--- config.mk ---
export PLATFORM = sky130hd
export DESIGN_NAME = clk_div_gen
export DESIGN_NICKNAME = d
export VERILOG_FILES = /design/src/rtl/clk_div_gen.sv
export SDC_FILE = /design/constraint.sdc
export NUM_CORES = 1
export LEC_CHECK = 0
export CAP_MARGIN = 20
export CORE_MARGIN = 10
export CORE_UTILIZATION = 30
export DETAILED_ROUTE_END_ITERATION = 12
export HOLD_SLACK_MARGIN = 0.08
export PLACE_DENSITY_LB_ADDON = 0.25
export SLEW_MARGIN = 20
export SYNTH_ARGS = -nofsm -noshare
export SYNTH_HDL_FRONTEND = slang
export SYNTH_SLANG_ARGS = --single-unit
export TNS_END_PERCENT = 30
--- constraint.sdc ---
create_clock -name clk -period 3.7 [get_ports clk]
set_input_delay 0.555 -clock clk [delete_from_list [all_inputs] [get_ports clk]]
set_output_delay 0.555 -clock clk [all_outputs]
set_load 0.01 [all_outputs]
--- src/rtl/clk_div_gen.sv ---
// Multi-channel programmable clock divider: NCH independent counters, each with toggle or pulse output.
// Optional CLKDIV_SYNC_EN macro adds a global sync strobe for phase alignment.

module clk_div_ch #(
  parameter int CW = 27
) (
  input  logic          clk,
  input  logic          reset,
`ifdef CLKDIV_SYNC_EN
  input  logic          sync,
`endif
  input  logic          en,
  input  logic          load,
  input  logic [CW-1:0] div_val,
  input  logic          mode,
  output logic          clk_out,
  output logic          tick
);

  logic [CW-1:0] cnt, d, de_m1;
  logic          term;

  // D==0 behaves as divide-by-1, so the terminal count is 0 in that case too
  assign de_m1 = (d == '0) ? '0 : d - CW'(1);
  assign term  = (cnt == de_m1);

  // In pulse mode the output register always tracks the tick register
  always_ff @(posedge clk) begin
    if (!reset) begin
      cnt     <= '0;
      d       <= '0;
      clk_out <= 1'b0;
      tick    <= 1'b0;
    end
`ifdef CLKDIV_SYNC_EN
    else if (sync) begin
      cnt     <= '0;
      clk_out <= 1'b0;
      tick    <= 1'b0;
    end
`endif
    else if (load) begin
      d    <= div_val;
      cnt  <= '0;
      tick <= 1'b0;
      if (mode) clk_out <= 1'b0;
    end else if (!en) begin
      tick <= 1'b0;
      if (mode) clk_out <= 1'b0;
    end else if (term) begin
      cnt     <= '0;
      tick    <= 1'b1;
      clk_out <= mode ? 1'b1 : ~clk_out;
    end else begin
      cnt  <= cnt + CW'(1);
      tick <= 1'b0;
      if (mode) clk_out <= 1'b0;
    end
  end

endmodule

module clk_div_gen #(
  parameter int NCH = 4,
  parameter int CW  = 27
) (
  input  logic              clk,
  input  logic              reset,
`ifdef CLKDIV_SYNC_EN
  input  logic              sync,
`endif
  input  logic [NCH-1:0]    en,
  input  logic [NCH-1:0]    load,
  input  logic [NCH*CW-1:0] div_val,
  input  logic [NCH-1:0]    mode,
  output logic [NCH-1:0]    clk_out,
  output logic [NCH-1:0]    tick
);

  logic [NCH-1:0][CW-1:0] dv;
  assign dv = div_val;

  for (genvar i = 0; i < NCH; i++) begin : g_ch
    clk_div_ch #(.CW(CW)) u_ch (
      .clk     (clk),
      .reset   (reset),
`ifdef CLKDIV_SYNC_EN
      .sync    (sync),
`endif
      .en      (en[i]),
      .load    (load[i]),
      .div_val (dv[i]),
      .mode    (mode[i]),
      .clk_out (clk_out[i]),
      .tick    (tick[i])
    );
  end

endmodule
Word level (Yosys, flattened, before mapping):

Cells that the tools add are included.

* $add $sub $neg: 8
* eq/ne operators: 4
* multiplexer cells: 32
* bitwise logic cells: 9
* reductions and logical operators: 12

Operators by type and width (number)
* 27-bit 2-to-1 mux: 8
* 27-bit by 1-bit adder with 27-bit output, second input constant: 4
* 27-bit == test: 4
* 27-bit zero test: 4
* 27-bit by 1-bit subtractor with 27-bit output, second input constant: 4
* 1-bit 2-to-1 mux: 24
* 3-bit OR reduction: 4
* 1-bit inverter: 9
* 2-bit OR reduction: 4

* register bits after elaboration: 224
* bits of input ports: 122
* word-level logic and storage cells: 81

Logic depth before layout (Yosys ltp):

Gate-level depths: netlist (run 1).

* word-level depth: 6
* gate-level depth with buffers: 14

By module:

From an unflattened synthesis (run 1), not the netlist that was laid out.

* cell total of the unflattened synthesis: 1890
* area total of the unflattened synthesis: 15556.2 um^2

By module, submodules not included
* clk_div_ch (g_ch[0].u_ch ...): instances 3, cells each 464, area each 3821.2 um^2, sequential area each 1121.1 um^2
* clk_div_ch (g_ch[3].u_ch): instances 1, cells each 498, area each 4092.7 um^2, sequential area each 1121.1 um^2

Worst setup path before layout (run 1):

OpenSTA, ideal clock, no wires.

* path kind: register -> register
* start: register g_ch[2].u_ch.d[11]
* end: register g_ch[2].u_ch.cnt[17]
* library setup time: 0.115 ns
* arrival: 3.431 ns
* setup slack: 0.153 ns
* stages on the path, launching flop included: 13
* path buffers: 3
* period minus slack after synthesis: 3.547 ns
* cells stage by stage: dfxtp_1 > buf_6 > or4_4 > or4_1 > buf_2 > or4_4 > a21oi_2 > o211ai_2 > nor4b_2 > nand4b_1 > o311ai_4 > buf_6 > nor2_2

* cells in the longest elaborated chain, start to end: 4

Ends and longest elaborated chain
* start, declared: RTL line 20 `logic [CW-1:0] cnt, d, de_m1;`
* start signal, assigned: RTL line 43 `d <= div_val;`
* 27-bit by 1-bit subtractor with 27-bit output / 27-bit zero test (equally long branches): RTL line 24 `assign de_m1 = (d == '0) ? '0 : d - CW'(1);`
* 27-bit 2-to-1 mux (*): RTL line 24
* 27-bit == test (*): RTL line 25 `assign term = (cnt == de_m1);`
* 27-bit 2-to-1 mux (*): RTL line 50 `end else if (term) begin`
* end signal, assigned: RTL line 55 `cnt <= cnt + CW'(1);`
* end, declared: RTL line 20

Mark *: on every way between the ends. The rest lies on a longest branch, timed or not.
A chain may end at the register's enable or synchronous reset.

Worst setup path after layout (run 1):

* start: register g_ch[2].u_ch.d[7]
* end: register g_ch[2].u_ch.cnt[6]

Same word-level chain as after synthesis.

==> results.yml, run 1 <==
logic_synthesis:
  syn_avg_cell_area_um2: 8.105
  synth_async_sr_flop_share_pct: 0
  synthesis.area_um2: 14380
  yosysMostFrequentCell: "nor2_1"
  synth_enable_flop_cells: 0
  synthTopCellsByCount: "240 x nor2_1, 224 x dfxtp_1, 121 x mux2i_1, 115 x nor3_1, 109 x xnor2_1"
  synth.net_count: 1904
  synthCells: 1774
  synth_area_leaders: "dfxtp_1 31%, mux2i_1 8.4%, xnor2_1 6.6%"
  synth_top_area_share_pct: 31.19
  synth_warnings: 0
  synth_top_area_cell: "dfxtp_1"
  ys_seq_area_share_pct: 31.19
  synth_flop_cell: "dfxtp_1"
  synth.distinct_cells: 89
  ys_ff_latch: 224
outcome:
  outcome: "complete, no violations"
cells_and_area:
  syn2layout_area_growth_pct: 24.02
  final_nets: 2046
  insertedDiodeCount: 0
  instances_no_fill: 2551
  layout-drive-gt1-share_pct: 11.83
die:
  die_x_um: 238.9
  fp.coreArea_um2: 47550
  start_util_pct: 30.24
  die-area_um2: 57080
  die-height_um: 238.9
  ioPinCount: 130
  std_cell_rows: 80
timing:
  fin_crit_ns: 3.601
  rsz0062_at_grt: "true"
  worst_pin_slew_ns: 0.9260
  slew_headroom_pct: 38.27
  setup-violations-final: 0
  hold_violations: 0
  fin_crit_sh_pct: 97.32
  final.setup.tns_ns: 0
  clock.fmax_mhz: 277.7
  finClkSkew_ns: 0.006989
  slew_viol_final: 0
worst_setup_path:
  rrSetupSlack_ns: 0.1
  crit_fanout: 7
  critPathKind: "flip-flop to flip-flop"
  reg2reg_depth: 11
  r2r_end: "g_ch[2].u_ch.cnt[6]$_SDFFE_PP0P_"
  arrival_ns: 4.05
  start_kind: "flip-flop"
  cp.required_ns: 4.15
  r2r_start: "g_ch[2].u_ch.d[7]$_SDFFE_PN0P_"
  endpoint_kind: "flip-flop"
drt:
  postRouteAntennaNets: 0
  drtIter0Drc: 1038
  drc: 0
  route.met2.wl_mm: 22.11
  dr_wl_met3_mm: 2.477
  drt_wl_total_mm: 47.39
  wl_per_cell_um: 18.58
  dr_total_vias: 13679
  wl_met1_mm: 21.97
  via_per_inst: 5.362
  firstDrtPassIters: 5
  highest_layer: "met4"
clock_network:
  path_clk_slew_ns: 0.06
  clock_path_buffers: 3
  clkLatencyLatePin_ns: 0.56
  cts.sinks: 224
  numCtsBuffers: 28
  htreeDepth: 1
  cts_tree: "built"
  clk_root_buffer_cell: "clkbuf_16"
placement:
  port_buffers: 129
  dpl.cell_count: 2490
  gp_congestion: 0.9492
  place_hpwl_mm: 36.19
hold_path:
  hold_path.class: "input port to flip-flop"
  hold-path-endpoint: "g_ch[0].u_ch.cnt[1]$_SDFFE_PP0P_"
  hold_depth: 4
  hold_path.startpoint: "load[0]"
global_route:
  grt_pass1_vias: 13174
  antenna_found_initial: 0
  grt_pass1_wl_mm: 74.75
  grt_use_total_pct: 15.95
  grt_max_degree: 37
  grt-ovfl-total: 0
flow_run:
  maxCapViolations: 0
pwr:
  p_leak_nw: 6.510
  pwr_density_cell_nw_per_um2: 372.0
  ir_drop_mv: 0.2899
## power breakdown
part / total [mW] / internal [mW] / switching [mW]
Sequential: 2.60 / 2.49 / 0.109
Clock: 2.68 / 1.60 / 1.08
Combinational: 1.36 / 0.635 / 0.724
## layer usage
layer,track usage (%),vias up
li1,-,6718
met1,21.03,6576
met2,26.78,330
met3,2.893,55
met4,3.029,0
met5,0,-
## final cells by class
class                      instances  area (µm²)
sequential                       224        4487
timing repair buffer             233        2148
multi-input combinational       1390        9378
fill                            4855       29710
inverter                          39       148.9
tap                              615       769.5
clock inverter                     4       20.02
clock buffer                      46       879.6
## timing repair
action | CTS | global route
resized for setup | 2 | 32
gates cloned | 0 | 3
setup endpoints to repair | 1 | 110
pin swaps | 0 | 9
hold buffers | 0 | 0
buffers inserted | 0 | 8
## worst max-delay path by stage
stage | startpoint | to | slack, ns | cells after the start
finish | g_ch[2].u_ch.d[7]$_SDFFE_PN0P_ | g_ch[2].u_ch.cnt[6]$_SDFFE_PP0P_ | 0.1 | 11
global route | g_ch[2].u_ch.d[2]$_SDFFE_PN0P_ | g_ch[2].u_ch.cnt[11]$_SDFFE_PP0P_ | -0.06 | 10
CTS | g_ch[1].u_ch.d[0]$_SDFFE_PN0P_ | g_ch[1].u_ch.clk_out$_SDFF_PN0_ | 0.05 | 14
detailed placement | g_ch[1].u_ch.d[4]$_SDFFE_PN0P_ | g_ch[1].u_ch.clk_out$_SDFF_PN0_ | -0.01 | 10
global placement | g_ch[1].u_ch.d[0]$_SDFFE_PN0P_ | g_ch[1].u_ch.clk_out$_SDFF_PN0_ | 0.06 | 14
floorplan | g_ch[2].u_ch.d[11]$_SDFFE_PN0P_ | g_ch[2].u_ch.cnt[17]$_SDFFE_PP0P_ | 0.15 | 12
## cell usage in the layout, fill, tap and decap left out, types with 48 or more instances in the layout
cell	count
xor2_1	99
dfxtp_1	222
xnor2_1	109
clkdlybuf4s50_1	125
mux2i_1	121
nor3_1	114
nand2_1	96
nor2_1	238
nand4_1	48
buf_4	96
## kinds of logic (layout without fill, tap and decap cells)
logic type | Yosys count | count (layout) | share of synthesized area [%]
AO/OA/AOI/OAI | 233 | 233 | 11.97
XOR/XNOR | 211 | 211 | 13.15
adder cells (fa/ha/maj) | 8 | 8 | 0.6962
buffers and inverters | 160 | 322 | 4.673
flip-flops | 224 | 224 | 31.19
multiplexers | 123 | 123 | 8.581
AND/OR/NAND/NOR | 815 | 815 | 29.74
## flip-flops by register name, summed over array words and instances, names as in the netlist
register and count:
g_ch.u_ch.cnt 108, g_ch.u_ch.d 108, g_ch.u_ch.clk_out 4, g_ch.u_ch.tick 4
## worst max-delay path, stage by stage (launching register included)
cell and delay (ns):
dfxtp_2 0.31, or4_4 0.55, or4_4 0.53, buf_8 0.15
or4_4 0.41, a21oi_2 0.14, o211ai_2 0.10, nor4b_2 0.26
nand4b_1 0.24, o311ai_4 0.50, clkbuf_16 0.25, nor2_2 0.04
## through the flow
| stage | worst slack [ns] | instance area (µm²) | utilization [%] | total power, mW | hold slack, ns |
|---|---|---|---|---|---|
| floorplan | 0.1535 | 14380 | - | 3.441 | 0.4836 |
| global route | -0.06377 | 17830 | 37.50 | 6.985 | 0.4000 |
| CTS | 0.04782 | 17560 | 36.94 | 6.691 | 0.3832 |
| global placement | 0.05526 | 16650 | 35.02 | 3.930 | 0.4990 |
| detailed placement | -0.01119 | 16650 | 35.02 | 3.943 | 0.5115 |
| finish | 0.09923 | 17830 | 37.50 | 6.634 | 0.4000 |
Power figures use the tool's default switching activity.
==> run 2, diff against run 1 <==
--- a/config.mk
+++ b/config.mk
@@ -8,10 +8,10 @@
 export CAP_MARGIN = 20
 export CORE_MARGIN = 10
 export CORE_UTILIZATION = 30
+export CTS_CLUSTER_SIZE = 24
 export DETAILED_ROUTE_END_ITERATION = 12
 export HOLD_SLACK_MARGIN = 0.08
 export PLACE_DENSITY_LB_ADDON = 0.25
-export SLEW_MARGIN = 20
 export SYNTH_ARGS = -nofsm -noshare
 export SYNTH_HDL_FRONTEND = slang
 export SYNTH_SLANG_ARGS = --single-unit
==> results of run 2 <==
Same layout as run 1: the final DEF is identical, and so are final timing and power.
==> run 3, diff against run 2 <==
--- a/config.mk
+++ b/config.mk
@@ -10,6 +10,7 @@
 export CORE_UTILIZATION = 30
 export CTS_CLUSTER_SIZE = 24
 export DETAILED_ROUTE_END_ITERATION = 12
+export GPL_ROUTABILITY_DRIVEN = 0
 export HOLD_SLACK_MARGIN = 0.08
 export PLACE_DENSITY_LB_ADDON = 0.25
 export SYNTH_ARGS = -nofsm -noshare
==> results.yml, run 3 (synthesis gave the netlist of run 1 again) <==
outcome:
  outcome: "complete, no violations"
global_route:
  grt_pass1_vias: 13215
  grt_use_total_pct: 15.62
  grt_max_degree: 51
  grt_pass1_wl_mm: 73.25
  antenna_found_initial: 1
  grt-ovfl-total: 0
cells_and_area:
  insertedDiodeCount: 0
  layout-drive-gt1-share_pct: 10.94
  nFillCells: 4843
  syn2layout_area_growth_pct: 23.40
  final_nets: 2028
  stdcell_area_um2: 17740
  final_cell_mix: "239 x nor2_1, 224 x dfxtp_1, 125 x clkdlybuf4s50_1"
  layout_commonest_cell: "nor2_1"
  top_regs: "g_ch.u_ch.cnt x108, g_ch.u_ch.d x108"
die:
  die-height_um: 238.9
  start_util_pct: 30.24
  ioPinCount: 130
  fp.coreArea_um2: 47550
  std_cell_rows: 80
  die_x_um: 238.9
  die-area_um2: 57080
drt:
  drt_wl_total_mm: 45.84
  dr_total_vias: 13577
  drtIter0Drc: 1051
  via_per_inst: 5.358
  wl_per_cell_um: 18.09
  postRouteAntennaNets: 0
  drc: 0
  firstDrtPassIters: 5
clock_network:
  numCtsBuffers: 28
  cts_tree: "built"
  path_clk_slew_ns: 0.06
  clock_path_buffers: 3
  cts.sinks: 224
  clkLatencyLatePin_ns: 0.57
  cts_setup_buffers: 0
  clk_root_buffer_cell: "clkbuf_16"
  htreeDepth: 1
placement:
  place_hpwl_mm: 35.27
  port_buffers: 129
  placed_area_um2: 16600
worst_setup_path:
  r2r_end: "g_ch[3].u_ch.cnt[22]$_SDFFE_PP0P_"
  arrival_ns: 3.97
  cp.required_ns: 4.13
  max_stage_delay_ns: 0.63
  start_kind: "flip-flop"
  reg2reg_depth: 10
  crit_family: "simple AND/OR/NAND/NOR gates"
  crit_chain: "or4_1 -> or2_2 -> nor3_1 -> nor3b_1 -> o31a_1 -> nor4_4 -> nand3_2 -> nor4_4 -> buf_12 -> nor3_1"
  r2r_start: "g_ch[3].u_ch.d[8]$_SDFFE_PN0P_"
  crit_fanout: 21
  endpoint_kind: "flip-flop"
  critical-path-slowest-cell: "or4_1"
  rrSetupSlack_ns: 0.15
  critPathKind: "flip-flop to flip-flop"
  critical_path_buf_inv_count: 1
pwr:
  p_leak_nw: 6.435
  pwr_density_cell_nw_per_um2: 387.0
  ir_drop_mv: 0.2735
hold_path:
  hold_path.startpoint: "load[0]"
  hold_path.class: "input port to flip-flop"
  hold-path-endpoint: "g_ch[0].u_ch.cnt[1]$_SDFFE_PP0P_"
  hold_depth: 4
timing:
  finClkSkew_ns: 0.02196
  final.setup.tns_ns: 0
  slew_headroom_pct: 39.26
  worst_pin_slew_ns: 0.9111
  slew_viol_final: 0
  fin_crit_ns: 3.546
  clock.fmax_mhz: 282.0
  setup-violations-final: 0
  hold_violations: 0
  fin_crit_sh_pct: 95.85
flow_run:
  maxCapViolations: 0
==> run 3: changes by cell type in the layout (fill, tap and decap cells not counted), moves of 3 or more <==
cell | previous run | this run
clkbuf_1 | 8 | 5
buf_4 | 96 | 81
clkinvlp_4 | 0 | 3
bufinv_16 | 0 | 5
clkbuf_8 | 9 | 4
==> run 3: what timing repair did <==
item                                    CTS  global route
gates resized for setup                   0            27
endpoints found under the setup margin    0           108
hold buffers                              0             0
==> run 3: where the power goes <==
part,internal [mW],leakage [nW],switching [mW],total [mW]
Clock,1.85,0.483,1.11,2.96
Combinational,0.609,4.13,0.695,1.30
Sequential,2.49,1.83,0.115,2.60
==> run 3: worst min-delay path: cells and delay by family <==
family	cells	cell delay, ns
buffers and inverters	2	0.20
and+or+nand+nor	1	0.10
AOI/OAI and AO/OA	1	0.07
==> run 3: cell type report <==
type	instances	area, µm²	share of cell area [%]
Clock inverter	13	197.7	1.114
Sequential cell	224	4484	25.28
Tap cell	615	769.5	4.337
Timing Repair Buffer	215	1971	11.11
Inverter	39	148.9	0.8392
Clock buffer	38	799.5	4.506
Multi-Input combinational cell	1390	9371	52.82
==> run 3: through the flow <==
step	instances	util (%)	hold WS (ns)	power [mW]	setup slack [ns]
6_report	2534	37.32	0.4320	6.866	0.1536
3_5_place_dp	2483	34.91	0.5157	3.917	0.01965
4_1_cts	2534	37.01	0.4060	6.943	0.02801
3_3_place_gp	2483	34.91	0.5004	3.903	0.08565
5_1_grt	2534	37.32	0.4497	7.210	-0.0007274
2_1_floorplan	1774	-	0.4836	3.441	0.1535
==> run 3: how the worst max path moves through the flow <==
stage	slack [ns]	endpoint	from	cells past startpoint
after floorplan	0.15	g_ch[2].u_ch.cnt[17]$_SDFFE_PP0P_	g_ch[2].u_ch.d[11]$_SDFFE_PN0P_	12
after global placement	0.09	g_ch[2].u_ch.cnt[0]$_SDFFE_PP0P_	g_ch[2].u_ch.d[11]$_SDFFE_PN0P_	10
after detailed placement	0.02	g_ch[2].u_ch.cnt[3]$_SDFFE_PP0P_	g_ch[2].u_ch.d[11]$_SDFFE_PN0P_	10
after CTS	0.03	g_ch[2].u_ch.cnt[3]$_SDFFE_PP0P_	g_ch[2].u_ch.d[11]$_SDFFE_PN0P_	10
after global routing	-0.0007	g_ch[2].u_ch.clk_out$_SDFF_PN0_	g_ch[2].u_ch.d[11]$_SDFFE_PN0P_	9
final	0.15	g_ch[3].u_ch.cnt[22]$_SDFFE_PP0P_	g_ch[3].u_ch.d[8]$_SDFFE_PN0P_	10
==> run 3: per-layer routing <==
layer,global-route usage (%),wire [µm],vias to the layer above
li1,-,-,6686
met1,20.45,21220,6491
met2,26.06,21390,323
met3,2.743,2201,75
met4,3.878,1015,2
met5,0,13,-
